--- src/rtl/des_pkg.sv ---
// DES tables, FSM states and permutation helpers shared by the sequencer.
// Bit numbering is MSB-first: DES bit k lives at vector index width-k.
package des_pkg;

  typedef enum logic [1:0] {
    IDLE,
    ROUND,
    DONE
  } state_t;

  localparam int PC1_T [56] = '{
    57, 49, 41, 33, 25, 17,  9,
     1, 58, 50, 42, 34, 26, 18,
    10,  2, 59, 51, 43, 35, 27,
    19, 11,  3, 60, 52, 44, 36,
    63, 55, 47, 39, 31, 23, 15,
     7, 62, 54, 46, 38, 30, 22,
    14,  6, 61, 53, 45, 37, 29,
    21, 13,  5, 28, 20, 12,  4
  };

  localparam int PC2_T [48] = '{
    14, 17, 11, 24,  1,  5,
     3, 28, 15,  6, 21, 10,
    23, 19, 12,  4, 26,  8,
    16,  7, 27, 20, 13,  2,
    41, 52, 31, 37, 47, 55,
    30, 40, 51, 45, 33, 48,
    44, 49, 39, 56, 34, 53,
    46, 42, 50, 36, 29, 32
  };

  localparam int FP_T [64] = '{
    40,  8, 48, 16, 56, 24, 64, 32,
    39,  7, 47, 15, 55, 23, 63, 31,
    38,  6, 46, 14, 54, 22, 62, 30,
    37,  5, 45, 13, 53, 21, 61, 29,
    36,  4, 44, 12, 52, 20, 60, 28,
    35,  3, 43, 11, 51, 19, 59, 27,
    34,  2, 42, 10, 50, 18, 58, 26,
    33,  1, 41,  9, 49, 17, 57, 25
  };

  localparam logic [1:0] SHIFT_T [16] = '{
    2'd1, 2'd1, 2'd2, 2'd2,
    2'd2, 2'd2, 2'd2, 2'd2,
    2'd1, 2'd2, 2'd2, 2'd2,
    2'd2, 2'd2, 2'd2, 2'd1
  };

  function automatic logic [55:0] pc1(
    input logic [63:0] k
  );
    logic [55:0] r;
    r = '0;
    for (int i = 0; i < 56; i++)
      r[6'(55 - i)] = k[6'(64 - PC1_T[i])];
    return r;
  endfunction

  function automatic logic [47:0] pc2(
    input logic [55:0] cd
  );
    logic [47:0] r;
    r = '0;
    for (int i = 0; i < 48; i++)
      r[6'(47 - i)] = cd[6'(56 - PC2_T[i])];
    return r;
  endfunction

  function automatic logic [63:0] fp(
    input logic [63:0] b
  );
    logic [63:0] r;
    r = '0;
    for (int i = 0; i < 64; i++)
      r[6'(63 - i)] = b[6'(64 - FP_T[i])];
    return r;
  endfunction

  function automatic logic [27:0] rol28(
    input logic [27:0] x,
    input logic [1:0]  n
  );
    return (n == 2'd2) ? {x[25:0], x[27:26]}
                       : {x[26:0], x[27]};
  endfunction

  function automatic logic [27:0] ror28(
    input logic [27:0] x,
    input logic [1:0]  n
  );
    return (n == 2'd2) ? {x[1:0], x[27:2]}
                       : {x[0], x[27:1]};
  endfunction

endpackage

--- src/rtl/des_ip.sv ---
// DES initial permutation, purely combinational.
// MSB-first numbering: DES bit k is vector index 64-k.
module des_ip (
  input  logic [63:0] i_data,
  output logic [63:0] o_data
);

  localparam int IP_T [64] = '{
    58, 50, 42, 34, 26, 18, 10,  2,
    60, 52, 44, 36, 28, 20, 12,  4,
    62, 54, 46, 38, 30, 22, 14,  6,
    64, 56, 48, 40, 32, 24, 16,  8,
    57, 49, 41, 33, 25, 17,  9,  1,
    59, 51, 43, 35, 27, 19, 11,  3,
    61, 53, 45, 37, 29, 21, 13,  5,
    63, 55, 47, 39, 31, 23, 15,  7
  };

  always_comb begin
    o_data = '0;
    for (int i = 0; i < 64; i++)
      o_data[6'(63 - i)] = i_data[6'(64 - IP_T[i])];
  end

endmodule

--- src/rtl/des_key_schedule.sv ---
// On-the-fly DES subkey generator: C/D halves, direction and rotation.
// Decrypt starts from C0D0 (== C16D16) and rotates right after each use.
module des_key_schedule
  import des_pkg::*;
(
  input  logic        clk,
  input  logic        rst_n,
  input  logic        i_load,
  input  logic        i_step,
  input  logic [63:0] i_key,
  input  logic        i_decrypt,
  input  logic [3:0]  i_round_idx,
  output logic [47:0] o_key
);

  logic [27:0] r_c;
  logic [27:0] r_d;
  logic        r_mode;

  logic [55:0] w_pc1;
  logic [1:0]  w_sh_enc;
  logic [1:0]  w_sh_dec;
  logic [27:0] w_c_enc;
  logic [27:0] w_d_enc;
  logic [27:0] w_c_nxt;
  logic [27:0] w_d_nxt;

  assign w_pc1    = pc1(i_key);
  assign w_sh_enc = SHIFT_T[i_round_idx];
  assign w_sh_dec = SHIFT_T[4'd15 - i_round_idx];
  assign w_c_enc  = rol28(r_c, w_sh_enc);
  assign w_d_enc  = rol28(r_d, w_sh_enc);

  assign w_c_nxt = r_mode ? ror28(r_c, w_sh_dec)
                          : w_c_enc;
  assign w_d_nxt = r_mode ? ror28(r_d, w_sh_dec)
                          : w_d_enc;

  assign o_key = r_mode ? pc2({r_c, r_d})
                        : pc2({w_c_enc, w_d_enc});

  always_ff @(posedge clk or negedge rst_n) begin
    if (!rst_n) begin
      r_c    <= '0;
      r_d    <= '0;
      r_mode <= 1'b0;
    end else if (i_load) begin
      r_c    <= w_pc1[55:28];
      r_d    <= w_pc1[27:0];
      r_mode <= i_decrypt;
    end else if (i_step) begin
      r_c    <= w_c_nxt;
      r_d    <= w_d_nxt;
    end
  end

endmodule

--- src/rtl/des_round_sequencer.sv ---
// Iterative DES controller: IP on accept, one Feistel round per clock
// against an external f datapath, FP into a held output register.
module des_round_sequencer
  import des_pkg::*;
#(
  parameter int unsigned ROUNDS = 16
) (
  input  logic        clk,
  input  logic        rst_n,
  input  logic        in_valid,
  output logic        in_ready,
  input  logic [63:0] in_block,
  input  logic [63:0] in_key,
  input  logic        in_decrypt,
  output logic [31:0] f_r,
  output logic [47:0] f_key,
  input  logic [31:0] f_result,
  output logic        out_valid,
  input  logic        out_ready,
  output logic [63:0] out_block,
  output logic        busy,
  output logic [3:0]  round_idx
);

  localparam logic [3:0] LAST = 4'(ROUNDS - 1);

  state_t      r_state;
  state_t      w_state_nxt;
  logic [31:0] r_l;
  logic [31:0] r_r;
  logic [63:0] r_out;
  logic [3:0]  r_round_idx;

  logic        w_accept;
  logic        w_step;
  logic        w_last;
  logic [63:0] w_ip;
  logic [31:0] w_r_nxt;

  assign w_accept = in_valid && (r_state == IDLE);
  assign w_step   = (r_state == ROUND);
  assign w_last   = (r_round_idx == LAST);
  assign w_r_nxt  = r_l ^ f_result;

  des_ip u_ip (
    .i_data (in_block),
    .o_data (w_ip)
  );

  des_key_schedule u_ks (
    .clk         (clk),
    .rst_n       (rst_n),
    .i_load      (w_accept),
    .i_step      (w_step),
    .i_key       (in_key),
    .i_decrypt   (in_decrypt),
    .i_round_idx (r_round_idx),
    .o_key       (f_key)
  );

  always_ff @(posedge clk or negedge rst_n) begin
    if (!rst_n) r_state <= IDLE;
    else        r_state <= w_state_nxt;
  end

  always_comb begin
    w_state_nxt = r_state;
    unique case (r_state)
      IDLE:    if (w_accept)  w_state_nxt = ROUND;
      ROUND:   if (w_last)    w_state_nxt = DONE;
      DONE:    if (out_ready) w_state_nxt = IDLE;
      default: w_state_nxt = IDLE;
    endcase
  end

  always_comb begin
    in_ready  = (r_state == IDLE);
    out_valid = (r_state == DONE);
    busy      = (r_state == ROUND)
             || (r_state == DONE);
  end

  // Last round emits the swapped pre-output {R16, L16} through FP.
  always_ff @(posedge clk or negedge rst_n) begin
    if (!rst_n) begin
      r_l         <= '0;
      r_r         <= '0;
      r_out       <= '0;
      r_round_idx <= '0;
    end else begin
      unique case (1'b1)
        w_accept: begin
          r_l         <= w_ip[63:32];
          r_r         <= w_ip[31:0];
          r_round_idx <= '0;
        end
        w_step: begin
          r_l <= r_r;
          r_r <= w_r_nxt;
          if (w_last) begin
            r_out       <= fp({w_r_nxt, r_r});
            r_round_idx <= '0;
          end else begin
            r_round_idx <= r_round_idx + 4'd1;
          end
        end
        default: ;
      endcase
    end
  end

  assign f_r       = r_r;
  assign out_block = r_out;
  assign round_idx = r_round_idx;

endmodule

--- config.mk ---
export PLATFORM = sky130hd
export DESIGN_NAME = des_round_sequencer
export DESIGN_NICKNAME = d
export VERILOG_FILES = /design/src/rtl/des_pkg.sv /design/src/rtl/des_ip.sv /design/src/rtl/des_key_schedule.sv /design/src/rtl/des_round_sequencer.sv
export SDC_FILE = /design/constraint.sdc
export NUM_CORES = 1
export LEC_CHECK = 0
export BUFFER_PORTS_ARGS = -buffer_cell sky130_fd_sc_hd__buf_2
export CAP_MARGIN = 5
export CORE_MARGIN = 1.5
export CORE_UTILIZATION = 40
export CTS_BUF_LIST = sky130_fd_sc_hd__clkbuf_4 sky130_fd_sc_hd__clkbuf_8
export CTS_CLUSTER_DIAMETER = 200
export CTS_CLUSTER_SIZE = 40
export DETAILED_ROUTE_END_ITERATION = 8
export PLACE_DENSITY = 0.67
export SKIP_CTS_REPAIR_TIMING = 1
export SKIP_LAST_GASP = 1
export SYNTH_ARGS = -nofsm -noshare
export SYNTH_HDL_FRONTEND = slang
export SYNTH_SLANG_ARGS = --single-unit
--- constraint.sdc ---
create_clock -name clk -period 4.3 [get_ports clk]
set_input_delay 0.86 -clock clk [delete_from_list [all_inputs] [get_ports clk]]
set_output_delay 0.86 -clock clk [all_outputs]
set_load 0.005 [all_outputs]
After elaboration in Yosys (flattened, before gate mapping) --
Memories as Yosys holds them, arrays and structs flattened. Index checks and enable logic that the tools add are counted. Widths: inputs -> output; s select.
Operators by class: reduce and logical (&&, ||, !) cells 6, bitwise logic cells 3, $lt $le $gt $ge 2, multiplexer cells 23, equal/unequal tests 8, add/sub/neg operators 2
Operators with widths (number):
- $mux 28 | 10
- $pmux 32 s2 | 2
- $mux 32 | 1
- $xor 32x32->32 | 1
- $mux 2 | 7
- $ge 5x5->1 const B | 2
- $not 4->5 | 2
- $pmux 4 s2 | 1
- $eq 2x2->1 const B | 3
- $pmux 2 s3 | 1
- $add 4x1->4 const B | 1
- $eq 4x4->1 const B | 1
- $mux 4 | 1
- $ne 2x1->1 const B | 2
- $sub 4x4->4 const A | 1
- $reduce_and 3->1 | 1
- $eq 2x1->1 const B | 1
- $logic_not 2->1 | 1
- $ne 2x2->1 const B | 1
- $reduce_and 2->1 | 1
- $reduce_bool 2->1 | 1
- $logic_and 1x1->1 | 1
- $logic_or 1x1->1 | 1
Storage, ports and cells: bits of input ports 165, register bits after elaboration 143, ROM bits 64, memories kept 2
Memories:
- (name not given) | words 16, width 2, rd ports 1, clocked after Yosys merged registers in 0, write ports 0, RTL line des_key_schedule.sv:29 | assign w_sh_enc = SHIFT_T[i_round_idx];
- (name not given) | words 16, width 2, rd ports 1, clocked after Yosys merged registers in 0, write ports 0, RTL line des_key_schedule.sv:30 | assign w_sh_dec = SHIFT_T[4'd15 - i_round_idx];

Depth between registers and ports, before layout --
Gate-level depths: netlist of run 1.
depth in word-level cells 10, mapped depth 10, mapped depth without buffers 7

Hierarchy --
Synthesis of run 1 repeated with hierarchy kept, for this count alone.
Second synthesis, totals: cells, all modules 1283, area total of the unflattened synthesis 11255.8 sq um
Modules (own cells, without submodules):
- des_key_schedule | times used 1, sequential area each 1426.4 sq um, area each 6231.0 sq um, cells each 790
- des_round_sequencer | times used 1, sequential area each 2152.1 sq um, area each 4540.6 sq um, cells each 428
- des_ip | times used 1, sequential area each 0.0 sq um, area each 484.2 sq um, cells each 65

Worst setup path after synthesis of run 1 --
OpenSTA, ideal clock, no wires.
path kind reg-to-output, start point register r_round_idx[0], in the netlist round_idx[0], end point output port f_key[20], data required time 3440 ps, stages on the path, launching flop included 10, arrival time 1773 ps, slack 1667 ps, cells stage by stage dfrtp_1 -> ha_1 -> clkbuf_2 -> o211ai_1 -> o31ai_2 -> buf_6 -> buf_12 -> buf_12 -> a21oi_1 -> mux2i_1
On the way: word-level cells in the longest chain between the ends 7
Ends and longest elaborated chain:
- start, declared | RTL line des_round_sequencer.sv:32 | logic [3:0] r_round_idx;
- start signal, assigned | RTL line des_round_sequencer.sv:104 | r_round_idx <= r_round_idx + 4'd1;
- $not 4->5 (not written as such) | RTL line des_key_schedule.sv:29
- $mem_v2 16x2
- $mux 2 (not written as such) (2 in series) | RTL line des_key_schedule.sv:29
- $eq 2x2->1 | RTL line des_pkg.sv:85 | return (n == 2'd2) ? {x[25:0], x[27:26]}
- $mux 28 | RTL line des_pkg.sv:85
- $mux 32 | RTL line des_key_schedule.sv:39 | assign o_key = r_mode ? pc2({r_c, r_d})
- end, declared | RTL line des_round_sequencer.sv:16 | output logic [47:0] f_key,
Every way passes these cells. The select of a mux whose other input is x is not followed.

Final worst setup path of run 1 --
start point register r_round_idx[1], in the netlist round_idx[1], end point output port f_key[0]
Same word-level chain as after synthesis.

==> metrics.md, run 1 <==
| Metric | Value |
|---|---|
| Number of standard cells in the layout, taps in and fillers out | 1,309 |
| HPWL Detailed | ~13,000 um |
| Drt first pass iters | 7 |
| Clock H-tree levels | 4 |
| Worst Setup End Kind | output port |
| Worst-case hold slack | about 0.50 ns |
| Max incr delay on CP | 0.45 ns |
| Insertion delay to the later sink of the worst-skew pair | 0.45 ns |
| Worst clock skew | 0.0180 ns |
| Required time reported for the critical path endpoint | between 3 and 4 ns |
| Cell with the biggest individual delay on the critical path | sky130_fd_sc_hd__dfrtp_1 |
| Register area | 3580 sq um |
| Primary FF master, synth | sky130_fd_sc_hd__dfrtp_1 |
| Setup-violating endpoint count in the final report | 0 |
| Standby leakage power | 4.83 nW |
| Global-route wire length before repair | 33,100 um |
| Residual overflow from global routing | 0 |
| Diode count | 0 |
| Mean Syn Cell Area | 9.46 sq um |
| Die height | 150 um |
| Most common cell after layout, fill and taps aside | sky130_fd_sc_hd__nand2_1 |
| Final Routed Wirelength | roughly 20,000 um |
| Standard cell core area | 21,100 sq um |
| Number of synthesized flops with an enable pin | 0 |
| Buffers from clock root to sink, at most | 2 |
| Number of buffers created by CTS | 17 |
| Final period utilization | 0.832 |
| Setup total negative slack | 0 ns |
| Number of maximum-capacitance constraint violations | 0 |
| Most frequent cells in the layout | 168 x sky130_fd_sc_hd__nand2_1, 148 x sky130_fd_sc_hd__buf_2, 142 x sky130_fd_sc_hd__dfrtp_1 |
| Chain of cells forming the critical path | inv_1 -> ha_1 -> nor3b_2 -> o31ai_4 -> buf_12 -> mux2i_1 -> o21ai_0 -> buf_2 |
| Sinks on Clock Net | 143 |
| Synth Warn # | 0 |
| Placed instance count | 1,277 |
| Average wire length per cell after detail routing | 15.6 um |
| Top Family by Delay on Critical Path | buffers and inverters |
| Ratio of total power to cell area | approximately 730 nW/um^2 |
| Status | complete, no violations |
| Antenna Violating Nets Remaining | 0 |
| Sum of buffers and inverters on the critical path | 3 |
| FF-to-FF setup slack | between 1.5 and 2 ns |
| Tot GR Track Use | 0.185 |
| Worst setup path category | flop to output port |
| Total of fill cells in the finished design | approximately 2,100 |
| Pin count of the biggest net entering global routing | 130 |
| Layout cell share with drive strength beyond 1 | 0.215 |
| Clock period minus final worst setup slack | 3.58 ns |
| Flops & latches, synth | 143 |
| Via Count | 6,751 |
| Timing-limited maximum frequency | 0.280 GHz |
| Via count normalized by instance count | 5.16 |
| Vias in the first global route | roughly 6,400 |
| Die width | roughly 150 um |
| Io pins | 316 |
| Area growth syn-to-layout | 11.4% |
| Unrepaired setup endpoints after global routing | no |
| Initial antenna violation count | 0 |
| Proportion of synthesized chip area in sequential cells | 0.414 |
| Clock transition time at the flip-flop clock pins of the worst setup and hold paths | roughly 0.09 ns |
| CTS tree | yes |
| Async SR Flop Fraction | 1.00 |
| Total area of multi-input combinational cells | approximately 4400 sq um |
| Routability-driven placement congestion ratio | 0.782 |
| Number of library cell types mapped by synthesis | between 40 and 50 |
| # nets final | 1,195 |
| Buffers on Ports | approximately 150 |
| Worst-margin pin slew | between 1 and 1.5 ns |
| Min-delay worst type | primary input to async pin |
| Hold Violations, Final | 0 |
| Initial core utilization | 0.410 |
| CP arrival | 2.72 ns |
| CP max FO | slightly above 60 |
| Kind of start point of the critical path | flop |
| 1st-iter DRT viols | 427 |
| Maximum VDD drop | 0.286 mV |
| Post-synthesis cell area | 8640 sq um |
| Relative max-transition margin | 0.274 |
| Site row count | between 50 and 60 |
| Cell chosen for the clock root | sky130_fd_sc_hd__clkbuf_8 |
| Overall die area | 22,500 sq um |
| DRC violations left | 0 |
| Util after Layout | 0.457 |
| Slew Limit Fails | 0 |
| Number of instances in the synthesized netlist | 914 |
-- Yosys cell counts, types with 2 or more instances --
library cell | number | area [sq um]
sky130_fd_sc_hd__buf_2 | 8 | 40.0
sky130_fd_sc_hd__nor2b_1 | 3 | 18.8
sky130_fd_sc_hd__and2_1 | 2 | 12.5
sky130_fd_sc_hd__buf_6 | 9 | 101
sky130_fd_sc_hd__a211oi_1 | 6 | 45.0
sky130_fd_sc_hd__o21ai_0 | 97 | 485
sky130_fd_sc_hd__buf_4 | 73 | 548
sky130_fd_sc_hd__dfrtp_1 | 143 | 3580
sky130_fd_sc_hd__clkbuf_1 | 46 | 173
sky130_fd_sc_hd__a22o_1 | 14 | 123
sky130_fd_sc_hd__xor2_1 | 33 | 289
sky130_fd_sc_hd__o31ai_1 | 2 | 15.0
sky130_fd_sc_hd__ha_1 | 9 | 113
sky130_fd_sc_hd__o221ai_1 | 30 | 263
sky130_fd_sc_hd__and3_1 | 4 | 25.0
sky130_fd_sc_hd__mux2_2 | 16 | 180
sky130_fd_sc_hd__nand3_1 | 10 | 50.1
sky130_fd_sc_hd__a221oi_1 | 5 | 43.8
sky130_fd_sc_hd__nor3_2 | 4 | 40.0
sky130_fd_sc_hd__a21oi_1 | 30 | 150
sky130_fd_sc_hd__a32o_1 | 4 | 40.0
sky130_fd_sc_hd__buf_1 | 3 | 11.3
sky130_fd_sc_hd__nor2_1 | 15 | 56.3
sky130_fd_sc_hd__inv_1 | 17 | 63.8
sky130_fd_sc_hd__mux2i_1 | 128 | 1280
sky130_fd_sc_hd__nor3_1 | 5 | 25.0
sky130_fd_sc_hd__nand2_1 | 169 | 634
sky130_fd_sc_hd__nand2b_1 | 14 | 87.6
sky130_fd_sc_hd__buf_12 | 2 | 40.0
-- metrics by stage --
| step | power, mW | cell area (sq um) | worst slack (ns) |
|---|---|---|---|
| after floorplan | 5.06 | 8900 | 1.67 |
| after global placement | 5.83 | 9210 | 1.27 |
| after detailed placement | 5.91 | 9210 | 1.26 |
| after CTS | 7.09 | 9630 | 0.739 |
| after global routing | 7.62 | 9630 | 0.533 |
| final | 7.03 | 9630 | 0.724 |
-- state kept, by name (all words and copies together), names as in the netlist --
signal and cells:
f_r 32, out_block 16, r_l 32, r_state 2, round_idx 4, u_ks.r_c 28, u_ks.r_d 28, u_ks.r_mode 1
-- cells by family after synthesis --
kind of cell	synth area share
XOR/XNOR	0.0334
other	0.000434
AND/OR/NAND/NOR	0.113
AO/OA/AOI/OAI	0.143
adder cells (fa/ha/maj)	0.0130
flip-flops	0.414
buffers and inverters	0.114
multiplexers	0.169
-- final timing paths --
path,from,endpoint,cells after the start
min in group clk,out_block[31]$_DFFE_PN0P_,out_block[31]$_DFFE_PN0P_,1
min reg2reg,out_block[31]$_DFFE_PN0P_,out_block[31]$_DFFE_PN0P_,1
max,round_idx[1]$_DFFE_PN0P_,f_key[0],8
min,rst_n,u_ks.r_d[3]$_DFFE_PN0P_,1
max reg2reg,round_idx[0]$_DFFE_PN0P_,u_ks.r_c[20]$_DFFE_PN0P_,6
max in group asynchronous,rst_n,r_l[10]$_DFFE_PN0P_,2
-- report_power, final --
part           internal, mW  total, mW  switching, mW  leakage, nW
clock network         0.554       1.15          0.601        0.211
registers              1.77       2.29          0.518         1.87
logic                  1.52       3.58           2.06         2.75
total                  3.85       7.03           3.18         4.83
-- routing by layer --
metal / up-vias / track usage / part of all wire
li1: 3248 / - / -
met5: - / 0 / 0
met2: 230 / 0.291 / 0.46
met1: 3257 / 0.250 / 0.46
met3: 16 / 0.0537 / 0.075
met4: 0 / 0.0431 / 0.0089
-- area by class of cell --
type / instances / area share
Multi-Input combinational cell: 681 / 0.454
Sequential cell: 143 / 0.372
Timing Repair Buffer: 161 / 0.0887
Tap cell: 275 / 0.0357
Clock buffer: 18 / 0.0257
Clock inverter: 14 / 0.0178
Inverter: 17 / 0.00662
(Power assumes the default switching activity.)
==> inputs of run 2 (changes only) <==
Clock period 4.3 ns to 3.5 ns, I/O delays scaled along.
==> metrics.md, run 2 (same netlist as run 1, synthesis figures left out) <==
| Metric | Value |
|---|---|
| CP arrival | 2.55 ns |
| Setup-violating endpoint count in the final report | 0 |
| Hold Violations, Final | 0 |
| Residual overflow from global routing | 0 |
| Cell depth of the worst flop-to-flop path | 4 |
| Initial core utilization | 0.410 |
| Tot GR Track Use | 0.186 |
| Site row count | 53 |
| Layout cell share with drive strength beyond 1 | 0.218 |
| Worst Setup End Kind | output port |
| Required time reported for the critical path endpoint | approximately 2.8 ns |
| Most frequent cells in the layout | 168 x sky130_fd_sc_hd__nand2_1, 148 x sky130_fd_sc_hd__buf_2, 142 x sky130_fd_sc_hd__dfrtp_1 |
| Status | complete, no violations |
| Ratio of total power to cell area | 898 nW/um^2 |
| Relative max-transition margin | 0.186 |
| Average wire length per cell after detail routing | 15.8 um |
| CTS tree | yes |
| Antenna Violating Nets Remaining | 0 |
| Die height | between 150 and 200 um |
| Cell chosen for the clock root | sky130_fd_sc_hd__clkbuf_8 |
| DRC violations left | 0 |
| Setup total negative slack | 0 ns |
| Overall die area | 22,500 sq um |
| Final Routed Wirelength | 20,800 um |
| Maximum VDD drop | 0.328 mV |
| Most common cell after layout, fill and taps aside | sky130_fd_sc_hd__nand2_1 |
| # nets final | 1,200 |
| Worst setup path startpoint | round_idx[0]$_DFFE_PN0P_ |
| Slew Limit Fails | 0 |
| Timing-limited maximum frequency | 0.308 GHz |
| CP max FO | 15 |
| Worst clock skew | between 0.015 and 0.02 ns |
| Global-route wire length before repair | between 30,000 and 40,000 um |
| Clock H-tree levels | 4 |
| 1st-iter DRT viols | 338 |
| Standard cell core area | 21,100 sq um |
| HPWL Detailed | 13,400 um |
| Drt first pass iters | 4 |
| FF-to-FF setup slack | between 0.8 and 0.9 ns |
| Io pins | ~320 |
| Min-delay worst type | primary input to async pin |
| Standby leakage power | 4.85 nW |
| Diode count | 0 |
| Pin count of the biggest net entering global routing | 130 |
| Final period utilization | 0.928 |
| Insertion delay to the later sink of the worst-skew pair | around 0.45 ns |
| Worst-margin pin slew | 1.22 ns |
| Clock period minus final worst setup slack | 3.25 ns |
| Final critical-path setup slack | 0.251 ns |
| Number of maximum-capacitance constraint violations | 0 |
| Number of buffers created by CTS | 17 |
| Initial antenna violation count | 0 |
| Die width | 150 um |
| Sinks on Clock Net | 143 |
| Unrepaired setup endpoints after global routing | no |
| Buffers on Ports | 149 |
| Via Count | 6,745 |
| Buffers from clock root to sink, at most | 2 |
| Reg2Reg Launch Point | r_state[1]$_DFFE_PN0P_ |
| Setup Slack @ Placement | 0.621 ns |
| Reg2reg end | out_block[3]$_DFFE_PN0P_ |
| Worst setup path category | flop to output port |
| Vias in the first global route | 6,379 |
| Via count normalized by instance count | 5.13 |
| Area growth syn-to-layout | 11.9% |
| Routability-driven placement congestion ratio | 0.789 |
| Kind of start point of the critical path | flop |
| Clock transition time at the flip-flop clock pins of the worst setup and hold paths | 0.09 ns |
==> run 2: worst max-delay path by stage <==
| stage | endpoint | slack, ns | depth (start not counted) |
|---|---|---|---|
| 3_3_place_gp | f_key[21] | 0.66 | 8 |
| 6_report | f_key[18] | 0.25 | 9 |
| 3_5_place_dp | f_key[11] | 0.62 | 8 |
| 2_1_floorplan | f_key[20] | 1.03 | 9 |
| 4_1_cts | f_key[11] | 0.11 | 8 |
| 5_1_grt | f_key[21] | 0.06 | 8 |
==> run 2: stage by stage <==
stage | utilization | power [mW] | cells | hold slack (ns) | cell area [sq um]
6_report | 0.459 | 8.69 | 1314 | 0.195 | 9670
5_1_grt | 0.459 | 9.41 | 1314 | 0.207 | 9670
4_1_cts | 0.457 | 8.66 | 1310 | 0.186 | 9630
3_5_place_dp | 0.438 | 7.29 | 1278 | 0.493 | 9250
3_3_place_gp | 0.438 | 7.20 | 1278 | 0.484 | 9250
2_1_floorplan | - | 6.22 | 983 | 0.404 | 8900
==> run 2: layer usage <==
layer | GRT usage | vias up | wire length, um
met5 | 0 | - | 0
met4 | 0.0515 | 0 | 306
met3 | 0.0473 | 21 | 1450
met2 | 0.294 | 207 | 9690
met1 | 0.251 | 3259 | 9320
li1 | - | 3258 | -
==> run 2: critical path, stage by stage, from the launching register on <==
cell and delay (ns):
sky130_fd_sc_hd__dfrtp_1 0.48, sky130_fd_sc_hd__inv_1 0.13, sky130_fd_sc_hd__ha_1 0.20, sky130_fd_sc_hd__nor3b_2 0.07, sky130_fd_sc_hd__o31ai_4 0.22, sky130_fd_sc_hd__buf_4 0.20, sky130_fd_sc_hd__buf_6 0.24, sky130_fd_sc_hd__mux2i_1 0.28
sky130_fd_sc_hd__o21ai_0 0.13, sky130_fd_sc_hd__buf_2 0.15
==> run 2: layout make-up <==
class                           count  area [sq um]
Clock inverter                     15           149
Clock buffer                       17           234
Inverter                           17          63.8
Fill cell                        2038         11400
Tap cell                          275           344
Multi-Input combinational cell    681          4370
Timing Repair Buffer              166           930
Sequential cell                   143          3580
==> run 2: power breakdown <==
group | switching (mW) | internal (mW) | total, mW
sequential | 0.639 | 2.18 | 2.82
combinational | 2.58 | 1.96 | 4.54
clock | 0.747 | 0.587 | 1.33
total | 3.96 | 4.72 | 8.69
==> inputs of run 3 (changes only) <==
Settings changed: BUFFER_PORTS_ARGS -buffer_cell sky130_fd_sc_hd__buf_2 to default, DONT_BUFFER_PORTS from default to 1, PLACE_DENSITY 0.67 to default.
==> metrics.md, run 3 (same netlist as run 1, synthesis figures left out) <==
| Metric | Value |
|---|---|
| Status | finished, violations left |
| Violations in the final reports | negative hold slack |
| Tot GR Track Use | 0.181 |
| Clock transition time at the flip-flop clock pins of the worst setup and hold paths | ~0.090 ns |
| Number of buffers created by CTS | 17 |
| Buffers on Ports | 0 |
| Residual overflow from global routing | 0 |
| Diode count | 0 |
| Average wire length per cell after detail routing | 17.2 um |
| Area growth syn-to-layout | 2.61% |
| Clock period minus final worst setup slack | 3.30 ns |
| Cell depth of the worst flop-to-flop path | 7 |
| Drt first pass iters | 5 |
| Maximum VDD drop | 0.373 mV |
| Worst-margin pin slew | 0.901 ns |
| CTS tree | yes |
| Kind of start point of the critical path | flop |
| Total area of multi-input combinational cells | roughly 4400 sq um |
| Pin count of the biggest net entering global routing | 144 |
| Total of fill cells in the finished design | 2,162 |
| Worst Setup End Kind | output port |
| Antenna Violating Nets Remaining | 0 |
| Final period utilization | 0.943 |
| Setup-violating endpoint count in the final report | 0 |
| Via count normalized by instance count | 5.31 |
| Most frequent cells in the layout | 168 x sky130_fd_sc_hd__nand2_1, 142 x sky130_fd_sc_hd__dfrtp_1, 128 x sky130_fd_sc_hd__mux2i_1 |
| Worst setup path category | flop to output port |
| Layout cell share with drive strength beyond 1 | 0.0856 |
| CP max FO | 62 |
| Die width | 150 um |
| Die height | 150 um |
| HPWL Detailed | 12,800 um |
| Standby leakage power | approximately 4.2 nW |
| Register area | 3580 sq um |
| Insertion delay to the later sink of the worst-skew pair | 0.46 ns |
| Required time reported for the critical path endpoint | 2.80 ns |
| Worst clock skew | 0.0140 ns |
| Ratio of total power to cell area | 917 nW/um^2 |
| Via Count | just over 6,000 |
| Overall die area | between 20,000 and 25,000 sq um |
| Standard cell core area | roughly 21,000 sq um |
| Non-Filler Cell Area, Final | 8870 sq um |
| Reg2Reg Launch Point | round_idx[0]$_DFFE_PN0P_ |
| Initial antenna violation count | 0 |
| Worst-case hold slack | -0.0778 ns |
| # nets final | 1,049 |
| DRC violations left | 0 |
| Site row count | 53 |
| Timing-limited maximum frequency | approximately 0.3 GHz |
| Slew Limit Fails | 0 |
| Reg2reg end | u_ks.r_d[15]$_DFFE_PN0P_ |
| Relative max-transition margin | 0.399 |
| Unrepaired setup endpoints after global routing | no |
| Placed standard-cell area | 8480 sq um |
| Routability-driven placement congestion ratio | around 0.75 |
| Most common cell after layout, fill and taps aside | sky130_fd_sc_hd__nand2_1 |
| Number of maximum-capacitance constraint violations | 0 |
| Sinks on Clock Net | roughly 140 |
| Final Routed Wirelength | 20,000 um |
| Setup total negative slack | 0 ns |
| FF-to-FF setup slack | 0.93 ns |
| Clock H-tree levels | 4 |
| 1st-iter DRT viols | 338 |
| Initial core utilization | 0.410 |
| CP arrival | 2.60 ns |
| Global-route wire length before repair | 32,100 um |
| Hold Violations, Final | approximately 140 |
| Cell chosen for the clock root | sky130_fd_sc_hd__clkbuf_8 |
| Buffers from clock root to sink, at most | 2 |
| Min-delay worst type | primary input to async pin |
| Io pins | between 300 and 400 |
| Vias in the first global route | about 5,700 |
-- run 3: through the flow --
step	cells	worst slack (ns)	util	total power [mW]	hold WS (ns)
after detailed placement	1131	0.714	0.402	6.88	0.408
after global placement	1131	0.730	0.402	6.80	0.407
after floorplan	983	1.03	-	6.22	0.404
after CTS	1163	0.195	0.421	8.22	-0.111
final	1163	0.198	0.421	8.14	-0.0778
after global routing	1163	0.0311	0.421	8.82	-0.118
-- run 3: area by class of cell --
class,instances,share of cell area
Tap cell,275,0.0388
Inverter,17,0.00719
Timing Repair Buffer,15,0.0141
Multi-Input combinational cell,681,0.493
Sequential cell,143,0.404
Clock inverter,14,0.0162
Clock buffer,18,0.0272
-- run 3: layer usage --
metal  GRT usage  routed length (um)
met1       0.250                9150
met4      0.0490                 209
met3      0.0576                1550
met5           0                   0
met2       0.271                9090
-- run 3: worst max-delay path, stage by stage (launching register included) --
cell	delay [ns]
sky130_fd_sc_hd__dfrtp_1	0.48
sky130_fd_sc_hd__inv_1	0.15
sky130_fd_sc_hd__ha_1	0.20
sky130_fd_sc_hd__nor3b_2	0.07
sky130_fd_sc_hd__o31ai_4	0.25
sky130_fd_sc_hd__buf_12	0.37
sky130_fd_sc_hd__mux2i_1	0.18
sky130_fd_sc_hd__o21ai_0	0.40
-- run 3: worst max path at each step --
stage          cells past startpoint        end                startpoint
2_1_floorplan                      9  f_key[20]  round_idx[0]$_DFFE_PN0P_
3_3_place_gp                       7   f_key[0]  round_idx[1]$_DFFE_PN0P_
3_5_place_dp                       7   f_key[0]  round_idx[1]$_DFFE_PN0P_
4_1_cts                            7   f_key[0]  round_idx[1]$_DFFE_PN0P_
5_1_grt                            7  f_key[21]  round_idx[1]$_DFFE_PN0P_
6_report                           7   f_key[0]  round_idx[1]$_DFFE_PN0P_
-- run 3: report_power, final --
group          switching (mW)  total (mW)  internal (mW)  leakage (nW)
Combinational            2.34        3.94           1.60          2.11
Sequential              0.705        2.88           2.18          1.87
Clock                   0.772        1.31          0.542         0.196
